--- config.mk ---
export PLATFORM = sky130hd
export DESIGN_NAME = debug_cmd_tx_flat
export DESIGN_NICKNAME = d
export VERILOG_FILES = /design/src/rtl/debug_cmd_tx_if.sv /design/src/rtl/debug_cmd_tx.sv /design/src/flat_wrapper.sv
export SDC_FILE = /design/constraint.sdc
export NUM_CORES = 1
export LEC_CHECK = 0
export ABC_AREA = 1
export CELL_PAD_IN_SITES_DETAIL_PLACEMENT = 0
export CELL_PAD_IN_SITES_GLOBAL_PLACEMENT = 2
export CORE_MARGIN = 10
export CORE_UTILIZATION = 31
export DETAILED_ROUTE_END_ITERATION = 10
export GPL_TIMING_DRIVEN = 0
export PLACE_DENSITY_LB_ADDON = 0.12
export SETUP_SLACK_MARGIN = 0.1
export SLEW_MARGIN = 20
export SYNTH_ARGS = -nofsm -noshare
export SYNTH_HDL_FRONTEND = slang
export SYNTH_SLANG_ARGS = --single-unit
--- constraint.sdc ---
create_clock -name clk -period 2.4 [get_ports clk]
set_input_delay 0.36 -clock clk [delete_from_list [all_inputs] [get_ports clk]]
set_output_delay 0.36 -clock clk [all_outputs]
set_load 0.005 [all_outputs]
--- src/rtl/debug_cmd_tx_if.sv ---
// -----------------------------------------------------------------------------
// debug_cmd_tx_if
// Command-side handshake bundle for the debug serial command initiator.
//   cmd_valid  : command offered by the host
//   cmd_data   : command byte (bit7 must be 1 for a legal command)
//   cmd_ready  : initiator can take a command this cycle
//   cmd_err    : one-cycle pulse, an offered command had bit7=0 and was dropped
//   cmd_done   : one-cycle pulse on the execute edge of an accepted command
// Modports: master (host side) and slave (initiator side).
// -----------------------------------------------------------------------------
interface debug_cmd_tx_if;
    logic       cmd_valid;
    logic [7:0] cmd_data;
    logic       cmd_ready;
    logic       cmd_err;
    logic       cmd_done;

    modport master (
        output cmd_valid, cmd_data,
        input  cmd_ready, cmd_err, cmd_done
    );

    modport slave (
        input  cmd_valid, cmd_data,
        output cmd_ready, cmd_err, cmd_done
    );
endinterface

--- src/rtl/debug_cmd_tx.sv ---
// -----------------------------------------------------------------------------
// debug_cmd_tx
// Host-side initiator for the debug serial command link. Accepts 8-bit commands
// on a valid/ready port and shifts them MSB-first onto debug_clk/cs/di. The far
// end executes a command on the rising edge after its 8th bit, so every command
// is followed either by the first bit of the next command or by a flush bit.
// After reset a zero frame is sent to drain any partial command in the receiver.
//
// Ports:
//   clk, rst_n        : system clock, asynchronous active-low reset
//   cmd               : debug_cmd_tx_if.slave (valid/data/ready/err/done)
//   debug_clk_o       : serial clock, idles low
//   debug_cs_o        : frame select, active high
//   debug_di_o        : serial data to the receiver
//   debug_do_i        : serial data from the receiver
//   resp_data_o/resp_valid_o : response byte and strobe (optional)
//
// Parameter HALF_PERIOD (1..255): clk cycles per debug_clk phase.
// Optional feature macro DEBUG_CMD_TX_RESP_EN: captures debug_do on each
// rising debug_clk of a command's 8 bits and presents it with cmd_done.
// -----------------------------------------------------------------------------
module debug_cmd_tx #(
    parameter int unsigned HALF_PERIOD = 4
) (
    input  logic           clk,
    input  logic           rst_n,
    debug_cmd_tx_if.slave  cmd,
    output logic           debug_clk_o,
    output logic           debug_cs_o,
    output logic           debug_di_o,
    input  logic           debug_do_i
`ifdef DEBUG_CMD_TX_RESP_EN
    ,
    output logic [7:0]     resp_data_o,
    output logic           resp_valid_o
`endif
);
    localparam logic [7:0] HM1 = 8'(HALF_PERIOD - 1);

    typedef enum logic [2:0] {RESYNC, IDLE, SHIFT, FLUSH, TAIL} state_t;

    state_t     state_q, state_d;
    logic [7:0] cnt_q, cnt_d;
    logic [2:0] bit_q, bit_d;
    logic [7:0] sr_q, sr_d;
    logic       clk_q, clk_d;
    logic       cs_q, cs_d;
    logic       di_q, di_d;
    logic       rdy_q, rdy_d;
    logic       err_q, err_d;
    logic       done_q, done_d;
    logic       chain_q, chain_d;

    logic tick, cell_st, cell_end, accept, good;

    assign tick     = (cnt_q == HM1);
    // RESYNC spends its first cycle raising cs before the bit cells start.
    assign cell_st  = (state_q == SHIFT) || (state_q == FLUSH) ||
                      ((state_q == RESYNC) && cs_q);
    assign cell_end = cell_st && tick && clk_q;
    assign accept   = cmd.cmd_valid && rdy_q;
    assign good     = cmd.cmd_data[7];

    always_comb begin
        state_d = state_q;
        cnt_d   = cnt_q;
        bit_d   = bit_q;
        sr_d    = sr_q;
        clk_d   = clk_q;
        cs_d    = cs_q;
        di_d    = di_q;
        chain_d = chain_q;
        err_d   = 1'b0;

        if (cell_st || (state_q == TAIL)) begin
            cnt_d = tick ? 8'd0 : cnt_q + 8'd1;
        end
        if (cell_st && tick) begin
            clk_d = ~clk_q;
        end

        case (state_q)
            RESYNC: begin
                if (!cs_q) begin
                    cs_d  = 1'b1;
                    cnt_d = 8'd0;
                    bit_d = 3'd0;
                    di_d  = 1'b0;
                end else if (cell_end) begin
                    if (bit_q == 3'd7) state_d = TAIL;
                    else               bit_d = bit_q + 3'd1;
                end
            end
            IDLE: begin
                if (accept) begin
                    if (good) begin
                        sr_d    = cmd.cmd_data;
                        di_d    = cmd.cmd_data[7];
                        bit_d   = 3'd0;
                        cnt_d   = 8'd0;
                        clk_d   = 1'b0;
                        cs_d    = 1'b1;
                        chain_d = 1'b0;
                        state_d = SHIFT;
                    end else begin
                        err_d = 1'b1;
                    end
                end
            end
            SHIFT: begin
                if (cell_end) begin
                    if (bit_q != 3'd7) begin
                        bit_d = bit_q + 3'd1;
                        di_d  = sr_q[6];
                        sr_d  = {sr_q[6:0], 1'b0};
                    end else if (accept && good) begin
                        // Next command's bit7 doubles as this one's execute edge.
                        sr_d    = cmd.cmd_data;
                        di_d    = cmd.cmd_data[7];
                        bit_d   = 3'd0;
                        chain_d = 1'b1;
                    end else begin
                        err_d   = accept;
                        di_d    = 1'b0;
                        state_d = FLUSH;
                    end
                end
            end
            FLUSH: begin
                if (cell_end) begin
                    di_d    = 1'b0;
                    state_d = TAIL;
                end
            end
            TAIL: begin
                di_d = 1'b0;
                if (tick) begin
                    cs_d    = 1'b0;
                    state_d = IDLE;
                end
            end
            default: state_d = RESYNC;
        endcase

        // Ready is registered: predict the final high cycle of bit 0.
        rdy_d  = (state_d == IDLE) ||
                 ((state_d == SHIFT) && (bit_d == 3'd7) && clk_d && (cnt_d == HM1));
        // Execute edge: rising debug_clk of the flush cell or of a chained bit7.
        done_d = clk_d && !clk_q &&
                 ((state_d == FLUSH) || ((state_d == SHIFT) && (bit_d == 3'd0) && chain_d));
    end

`ifdef DEBUG_CMD_TX_RESP_EN
    logic [7:0] rsr_q, rsr_d, rdata_q, rdata_d;
    logic       rvld_q;

    always_comb begin
        rsr_d = rsr_q;
        if ((state_q == SHIFT) && clk_d && !clk_q) begin
            rsr_d = {rsr_q[6:0], debug_do_i};
        end
        // On a chained edge rsr_q still holds the previous command's 8 bits.
        rdata_d = done_d ? rsr_q : rdata_q;
    end
`else
    logic unused_do;
    assign unused_do = debug_do_i;
`endif

    always_ff @(posedge clk or negedge rst_n) begin
        if (!rst_n) begin
            state_q <= RESYNC;
            cnt_q   <= 8'd0;
            bit_q   <= 3'd0;
            sr_q    <= 8'd0;
            clk_q   <= 1'b0;
            cs_q    <= 1'b0;
            di_q    <= 1'b0;
            rdy_q   <= 1'b0;
            err_q   <= 1'b0;
            done_q  <= 1'b0;
            chain_q <= 1'b0;
`ifdef DEBUG_CMD_TX_RESP_EN
            rsr_q   <= 8'd0;
            rdata_q <= 8'd0;
            rvld_q  <= 1'b0;
`endif
        end else begin
            state_q <= state_d;
            cnt_q   <= cnt_d;
            bit_q   <= bit_d;
            sr_q    <= sr_d;
            clk_q   <= clk_d;
            cs_q    <= cs_d;
            di_q    <= di_d;
            rdy_q   <= rdy_d;
            err_q   <= err_d;
            done_q  <= done_d;
            chain_q <= chain_d;
`ifdef DEBUG_CMD_TX_RESP_EN
            rsr_q   <= rsr_d;
            rdata_q <= rdata_d;
            rvld_q  <= done_d;
`endif
        end
    end

    assign cmd.cmd_ready = rdy_q;
    assign cmd.cmd_err   = err_q;
    assign cmd.cmd_done  = done_q;
    assign debug_clk_o   = clk_q;
    assign debug_cs_o    = cs_q;
    assign debug_di_o    = di_q;
`ifdef DEBUG_CMD_TX_RESP_EN
    assign resp_data_o   = rdata_q;
    assign resp_valid_o  = rvld_q;
`endif
endmodule
--- src/flat_wrapper.sv ---
// flat-port wrapper written by rule: the top's interface ports become plain ports
module debug_cmd_tx_flat 
#(
    parameter int unsigned HALF_PERIOD = 4
)
  (clk, rst_n, debug_clk_o, debug_cs_o, debug_di_o, debug_do_i, cmd_cmd_valid, cmd_cmd_data, cmd_cmd_ready, cmd_cmd_err, cmd_cmd_done);
  debug_cmd_tx_if cmd_i ();
  input  logic clk;
  input  logic rst_n;
  output logic debug_clk_o;
  output logic debug_cs_o;
  output logic debug_di_o;
  input  logic debug_do_i;
  input wire logic [$bits(cmd_i.cmd_valid)-1:0] cmd_cmd_valid;
  input wire logic [$bits(cmd_i.cmd_data)-1:0] cmd_cmd_data;
  output wire logic [$bits(cmd_i.cmd_ready)-1:0] cmd_cmd_ready;
  output wire logic [$bits(cmd_i.cmd_err)-1:0] cmd_cmd_err;
  output wire logic [$bits(cmd_i.cmd_done)-1:0] cmd_cmd_done;
  assign cmd_i.cmd_valid = cmd_cmd_valid;
  assign cmd_i.cmd_data = cmd_cmd_data;
  assign cmd_cmd_ready = cmd_i.cmd_ready;
  assign cmd_cmd_err = cmd_i.cmd_err;
  assign cmd_cmd_done = cmd_i.cmd_done;
  debug_cmd_tx #(.HALF_PERIOD(HALF_PERIOD)) u_core (.clk(clk), .rst_n(rst_n), .cmd(cmd_i), .debug_clk_o(debug_clk_o), .debug_cs_o(debug_cs_o), .debug_di_o(debug_di_o), .debug_do_i(debug_do_i));
endmodule
=== Word-level counts from Yosys, hierarchy flattened ===
Index checks and enable logic that the tools add are counted.
W data, S select, Z words.

* Register bits after elaboration: 28
* Output and inout port bits: 6

* Add/sub/neg operators: 2
* Eq/ne operators: 19
* Multiplexer cells: 58
* Bitwise gates (word level): 1
* Reduce and logical (&&, ||, !) cells: 26

{| class="wikitable"
|+ Operator list
! cell !! count
|-
| $mux W3 || 18
|-
| $mux W8 || 5
|-
| $mux W7 || 5
|-
| $mux W1 || 22
|-
| $eq A8 B2 Y1 const B || 2
|-
| $pmux W8 S2 || 1
|-
| $pmux W3 S5 || 1
|-
| $pmux W7 S2 || 1
|-
| $eq A3 B2 Y1 const B || 4
|-
| $logic_and A1 B1 Y1 || 12
|-
| $eq A3 B3 Y1 const B || 3
|-
| $pmux W3 S3 || 1
|-
| $add A8 B1 Y8 const B || 1
|-
| $ne A2 B1 Y1 const B || 4
|-
| $eq A3 B1 Y1 const B || 2
|-
| $logic_not A3 Y1 || 2
|-
| $ne A3 B3 Y1 const B || 2
|-
| $reduce_and A6 Y1 || 1
|-
| $logic_or A1 B1 Y1 || 5
|-
| $pmux W1 S5 || 1
|-
| $reduce_and A5 Y1 || 1
|-
| $reduce_bool A5 Y1 || 1
|-
| $ne A2 B2 Y1 const B || 2
|-
| $pmux W1 S2 || 2
|-
| 7 further kinds || 7
|}

=== Logic depth before layout (Yosys ltp) ===
* Depth in word-level cells: 13
* Gate-level depth with buffers: 18

=== Least setup slack after synthesis ===
OpenSTA, ideal clock, no wires.

* Path type: register to register
* Start: register u_core.state_q[1]
* End: register u_core.rdy_q, in the netlist u_core.cmd.cmd_ready
* Setup time: 0.065 ns
* Arrival time: 1.936 ns
* Required time: 2.335 ns
* Path slack: 0.399 ns
* Stages on the path, launching flop included: 19
* Path buffers: 1
* Clock period less this slack: 2.001 ns
* Path through: dfrtp_1 > nor2_2 > nand3_2 > buf_4 > inv_2 > o21ai_0 > inv_1 > ha_1 > nand2_1 > inv_1 > nand3_1 > nand2_1 > nor2_1 > nand3_1 > nor2_1 > nand2_1 > nor2_1 > nand2_1 > nand2_1

* Cells in the longest elaborated chain, start to end: 13
* Elaborated cells on any way between the ends: 43

{| class="wikitable"
|+ Ends and longest elaborated chain
! what !! line !! text
|-
| from (decl) || debug_cmd_tx.sv:42 || <nowiki>state_t state_q, state_d;</nowiki>
|-
| from (signal assigned) || debug_cmd_tx.sv:189 || <nowiki>state_q <= state_d;</nowiki>
|-
| $eq A3 B2 Y1 or $logic_not A3 Y1 (tied branches) || debug_cmd_tx.sv:58, debug_cmd_tx.sv:82, debug_cmd_tx.sv:59 ||
|-
| $logic_or A1 B1 Y1 or $logic_and A1 B1 Y1 (tied branches) || debug_cmd_tx.sv:58, debug_cmd_tx.sv:59 ||
|-
| $logic_or A1 B1 Y1 || debug_cmd_tx.sv:58 || <nowiki>assign cell_st = (state_q == SHIFT) || (state_q == FLUSH) ||</nowiki>
|-
| $logic_and A1 B1 Y1 || debug_cmd_tx.sv:60, debug_cmd_tx.sv:78 ||
|-
| $logic_and A1 B1 Y1 || debug_cmd_tx.sv:60 || <nowiki>assign cell_end = cell_st && tick && clk_q;</nowiki>
|-
| $mux W3 || debug_cmd_tx.sv:89 || <nowiki>end else if (cell_end) begin</nowiki>
|-
| $mux W3 || debug_cmd_tx.sv:84 || <nowiki>if (!cs_q) begin</nowiki>
|-
| $pmux W3 S5 or $pmux W3 S3 (tied branches) || debug_cmd_tx.sv:82 || <nowiki>case (state_q)</nowiki>
|-
| $eq A3 B2 Y1 or $eq A3 B3 Y1 (tied branches) || debug_cmd_tx.sv:147 || <nowiki>((state_d == SHIFT) && (bit_d == 3'd7) && clk_d && (cnt_d == HM1));</nowiki>
|-
| $logic_and A1 B1 Y1 (3 in series) || debug_cmd_tx.sv:147 ||
|-
| $logic_or A1 B1 Y1 * || debug_cmd_tx.sv:146 || <nowiki>rdy_d = (state_d == IDLE) ||</nowiki>
|-
| net u_core.rdy_d || debug_cmd_tx.sv:49 || <nowiki>logic rdy_q, rdy_d;</nowiki>
|-
| to (signal assigned) || debug_cmd_tx.sv:196 || <nowiki>rdy_q <= rdy_d;</nowiki>
|-
| to (decl) || debug_cmd_tx.sv:49 ||
|}

The timed path passes the listed nets; every way through them passes the cells marked *.
A chain may end at the register's enable or synchronous reset.

=== Final worst setup path ===
* Start: input port cmd_cmd_data[7]
* End: register u_core.rdy_q, in the netlist u_core.cmd.cmd_ready

* Elaborated cells on any way between the ends: 27

{| class="wikitable"
|+ RTL lines
! what !! line !! text
|-
| from (decl) || flat_wrapper.sv:15 || <nowiki>input wire logic [$bits(cmd_i.cmd_data)-1:0] cmd_cmd_data;</nowiki>
|-
| $mux W8 || debug_cmd_tx.sv:96 || <nowiki>if (good) begin</nowiki>
|-
| $mux W8 || debug_cmd_tx.sv:95 || <nowiki>if (accept) begin</nowiki>
|-
| $pmux W8 S2 || debug_cmd_tx.sv:82 ||
|-
| net u_core.cnt_d[3] || debug_cmd_tx.sv:43 || <nowiki>logic [7:0] cnt_q, cnt_d;</nowiki>
|-
| $eq A8 B2 Y1 || debug_cmd_tx.sv:147 ||
|-
| $logic_and A1 B1 Y1 || debug_cmd_tx.sv:147 ||
|-
| $logic_or A1 B1 Y1 || debug_cmd_tx.sv:146 ||
|-
| net u_core.rdy_d || debug_cmd_tx.sv:49 ||
|}

The timed path passes the listed nets, and every way through them passes these cells.

==> results.toml <==
[run_status]
status = "completed"

[power]
p_leak_nw = 1.15
vdd_drop_max_mv = 0.471
sequentialPowerShare = 0.283
power.internal_mw = 1.53
power_frac_comb = 0.625
power_density_nw_per_um2 = 1240
clockPowerShare = 0.091
p_switching_mw = 1.37
p_sw_frac = 0.472

[placement]
place_ws_ns = -0.0996
port_buffers = 16
place_congestion = 0.784
hpwl_um = 3810

[clock_tree]
htreeDepth = 1
cts_tree = "built"
cts_buffer_depth = 2
cts_root_buf = "clkbuf_8"
clk_pin_slew_ns = 0.10
postCtsHoldBufs = 0
clkSinkCount = 28
cts_made_buffers = 3
clock_latency_ns = 0.28

[global_routing]
met1_usage = 0.149
antenna_found_initial = 0
grt_pass1_vias = 1644
grtUsageMet3 = 0.0234
grt_max_degree = 29
grt-ovfl-total = 0
top_usage_layer = "met2"
grt_usage = 0.105
grt_pass1_wl_um = 8400
use_met2 = 0.160

[worst_setup_path]
critical_path_class = "in -> reg"
endpoint_kind = "flop"
cp_max_fo = 8
start_kind = "input port"
arrival_ns = 2.34
crit_required_ns = 2.61

[timing]
hold-worst-slack_ns = 0.0957
setup_slack_ns = 0.275
slew_violations = 0
relSlewSlack = 0.561
setup_viol = 0
fin_crit_sh = 0.885
fin_worst_skew_ns = 0.00560
worst_pin_slew_ns = 0.658
rsz0062_at_grt = "no"
hold_violations = 0
period_needed_ns = 2.12
max_freq_mhz = 471

[drt]
ant_nets = 0
drtIter0Drc = 97
totalWireLength_um = 5030
drc = 0
vias = 1793
vias_per_cell = 4.81
wl_per_cell_um = 13.5
drtPass1Iterations = 4

[synth]
synth_area_um2 = 1830
synth_fp_nets = 287
synthArstFlopShare = 1.00
synth_top_area_frac = 0.383
yosys_register_bits = 28
synth_cell_types = 26
synthCells = 269
synth-seq-area-share = 0.383
yosys_most_used_dff = "dfrtp_1"
yosys_warnings = 0
syn_area_per_cell_um2 = 6.80
yosys.area.top_type = "dfrtp_1"
synth_area_leaders = "dfrtp_1, nand2_1, nor2_1"
synth_edf_count = 0

[floorplan]
rows = 27
pin_count = 18
die-area_um2 = 9380
core_area_um2 = 5610
initial_core_util = 0.326
die_h_um = 96.8
fp.dieW_um = 96.8

[final_layout]
drive_gt1_frac = 0.203
layout_common_cells = "nand2_1, nor2_1, inv_1"
syn2layout_area_growth_pct = 27.5
insertedDiodeCount = 0
layout_commonest_cell = "nand2_1"
layout.nets = 321

[min_path]
hold_class = "in -> async"

[job]
cap_viol_max_count = 0
==> sequential cells by signal, summed over array words and instances (netlist names) <==
signal                flops
u_core.state_q            3
u_core.cnt_q              8
u_core.debug_di_o         1
u_core.debug_clk_o        1
u_core.cmd.cmd_ready      1
u_core.cmd.cmd_done       1
u_core.chain_q            1
u_core.debug_cs_o         1
u_core.bit_q              3
u_core.sr_q               7
u_core.cmd.cmd_err        1
==> per-layer routing <==
layer | up-vias | share of wire
met5 | - | 0
li1 | 926 | -
met2 | 27 | 0.44
met4 | 0 | 0.0054
met1 | 836 | 0.52
met3 | 4 | 0.035
==> worst paths after layout <==
path,startpoint,endpoint,slack [ns],depth (start not counted)
worst max-delay path,cmd_cmd_data[7],u_core.cmd.cmd_ready,0.28,11
worst min register to register,u_core.sr_q[0],u_core.sr_q[0],0.51,2
max in group asynchronous,rst_n,u_core.state_q[0],1.83,1
min in group clk,u_core.sr_q[0],u_core.sr_q[0],0.51,2
worst max register to register,u_core.bit_q[0],u_core.cmd.cmd_ready,0.29,14
worst min-delay path,rst_n,u_core.sr_q[2],0.1,1
==> cell type report <==
type                       instances  area (µm²)
buffer                             5        52.6
clock buffer                       3        41.3
fill                             630        3270
inverter                          36         135
multi-input combinational        200        1060
sequential                        28         707
tap                               72        90.1
timing repair buffer              29         253
==> synth_stat cells, types with 4 or more instances <==
| library cell | instances |
|---|---|
| inv_2 | 6 |
| dfrtp_1 | 28 |
| nand3_2 | 4 |
| a31oi_1 | 7 |
| nor2_1 | 43 |
| nand2_1 | 80 |
| ha_1 | 6 |
| o21ai_0 | 8 |
| nor2_2 | 4 |
| nand3_1 | 21 |
| inv_1 | 30 |
| a21oi_1 | 10 |
==> critical path, stage by stage <==
cell,delay [ns]
clkdlybuf4s50_1,0.51
nand3_1,0.28
nand2_1,0.24
nand3_2,0.22
nand2_1,0.14
nor2_1,0.06
nor2_1,0.12
nand2_1,0.07
nor2_2,0.14
nand2_1,0.08
nand2_1,0.10
==> cell families after synthesis <==
logic type,Yosys count,share of synthesized area
AOI/OAI and AO/OA,31,0.0943
adders and majority gates,6,0.0410
xor gates and xnor gates,1,0.00479
buffers and inverters,41,0.0971
and+or+nand+nor,162,0.380
DFF,28,0.383
==> through the flow <==
step | cells | cell area, µm² | power (mW) | utilization | TNS (ns)
after floorplan | 269 | 1830 | 1.91 | - | 0
after global placement | 357 | 2080 | 2.34 | 0.371 | -0.239
after detailed placement | 357 | 2080 | 2.33 | 0.370 | -0.172
after CTS | 363 | 2170 | 2.66 | 0.387 | 0
after global routing | 373 | 2330 | 3.21 | 0.416 | 0
final | 373 | 2330 | 2.90 | 0.416 | 0
==> power groups by stage <==
stage / registers, mW / clock network [mW] / logic (mW)
floorplan: 0.791 / 0 / 1.12
global placement: 0.827 / 0 / 1.52
detailed placement: 0.825 / 0 / 1.51
CTS: 0.804 / 0.276 / 1.58
global route: 0.852 / 0.292 / 2.07
finish: 0.820 / 0.265 / 1.81
==> what timing repair did <==
| item | CTS | global route |
|---|---|---|
| endpoints found under the hold margin | 0 | 0 |
| setup buffers | 3 | 10 |
| resized for setup | 12 | 23 |
| pin swaps | 0 | 12 |
| setup endpoints to repair | 3 | 6 |
No activity file was read; power rests on OpenSTA's default activity.
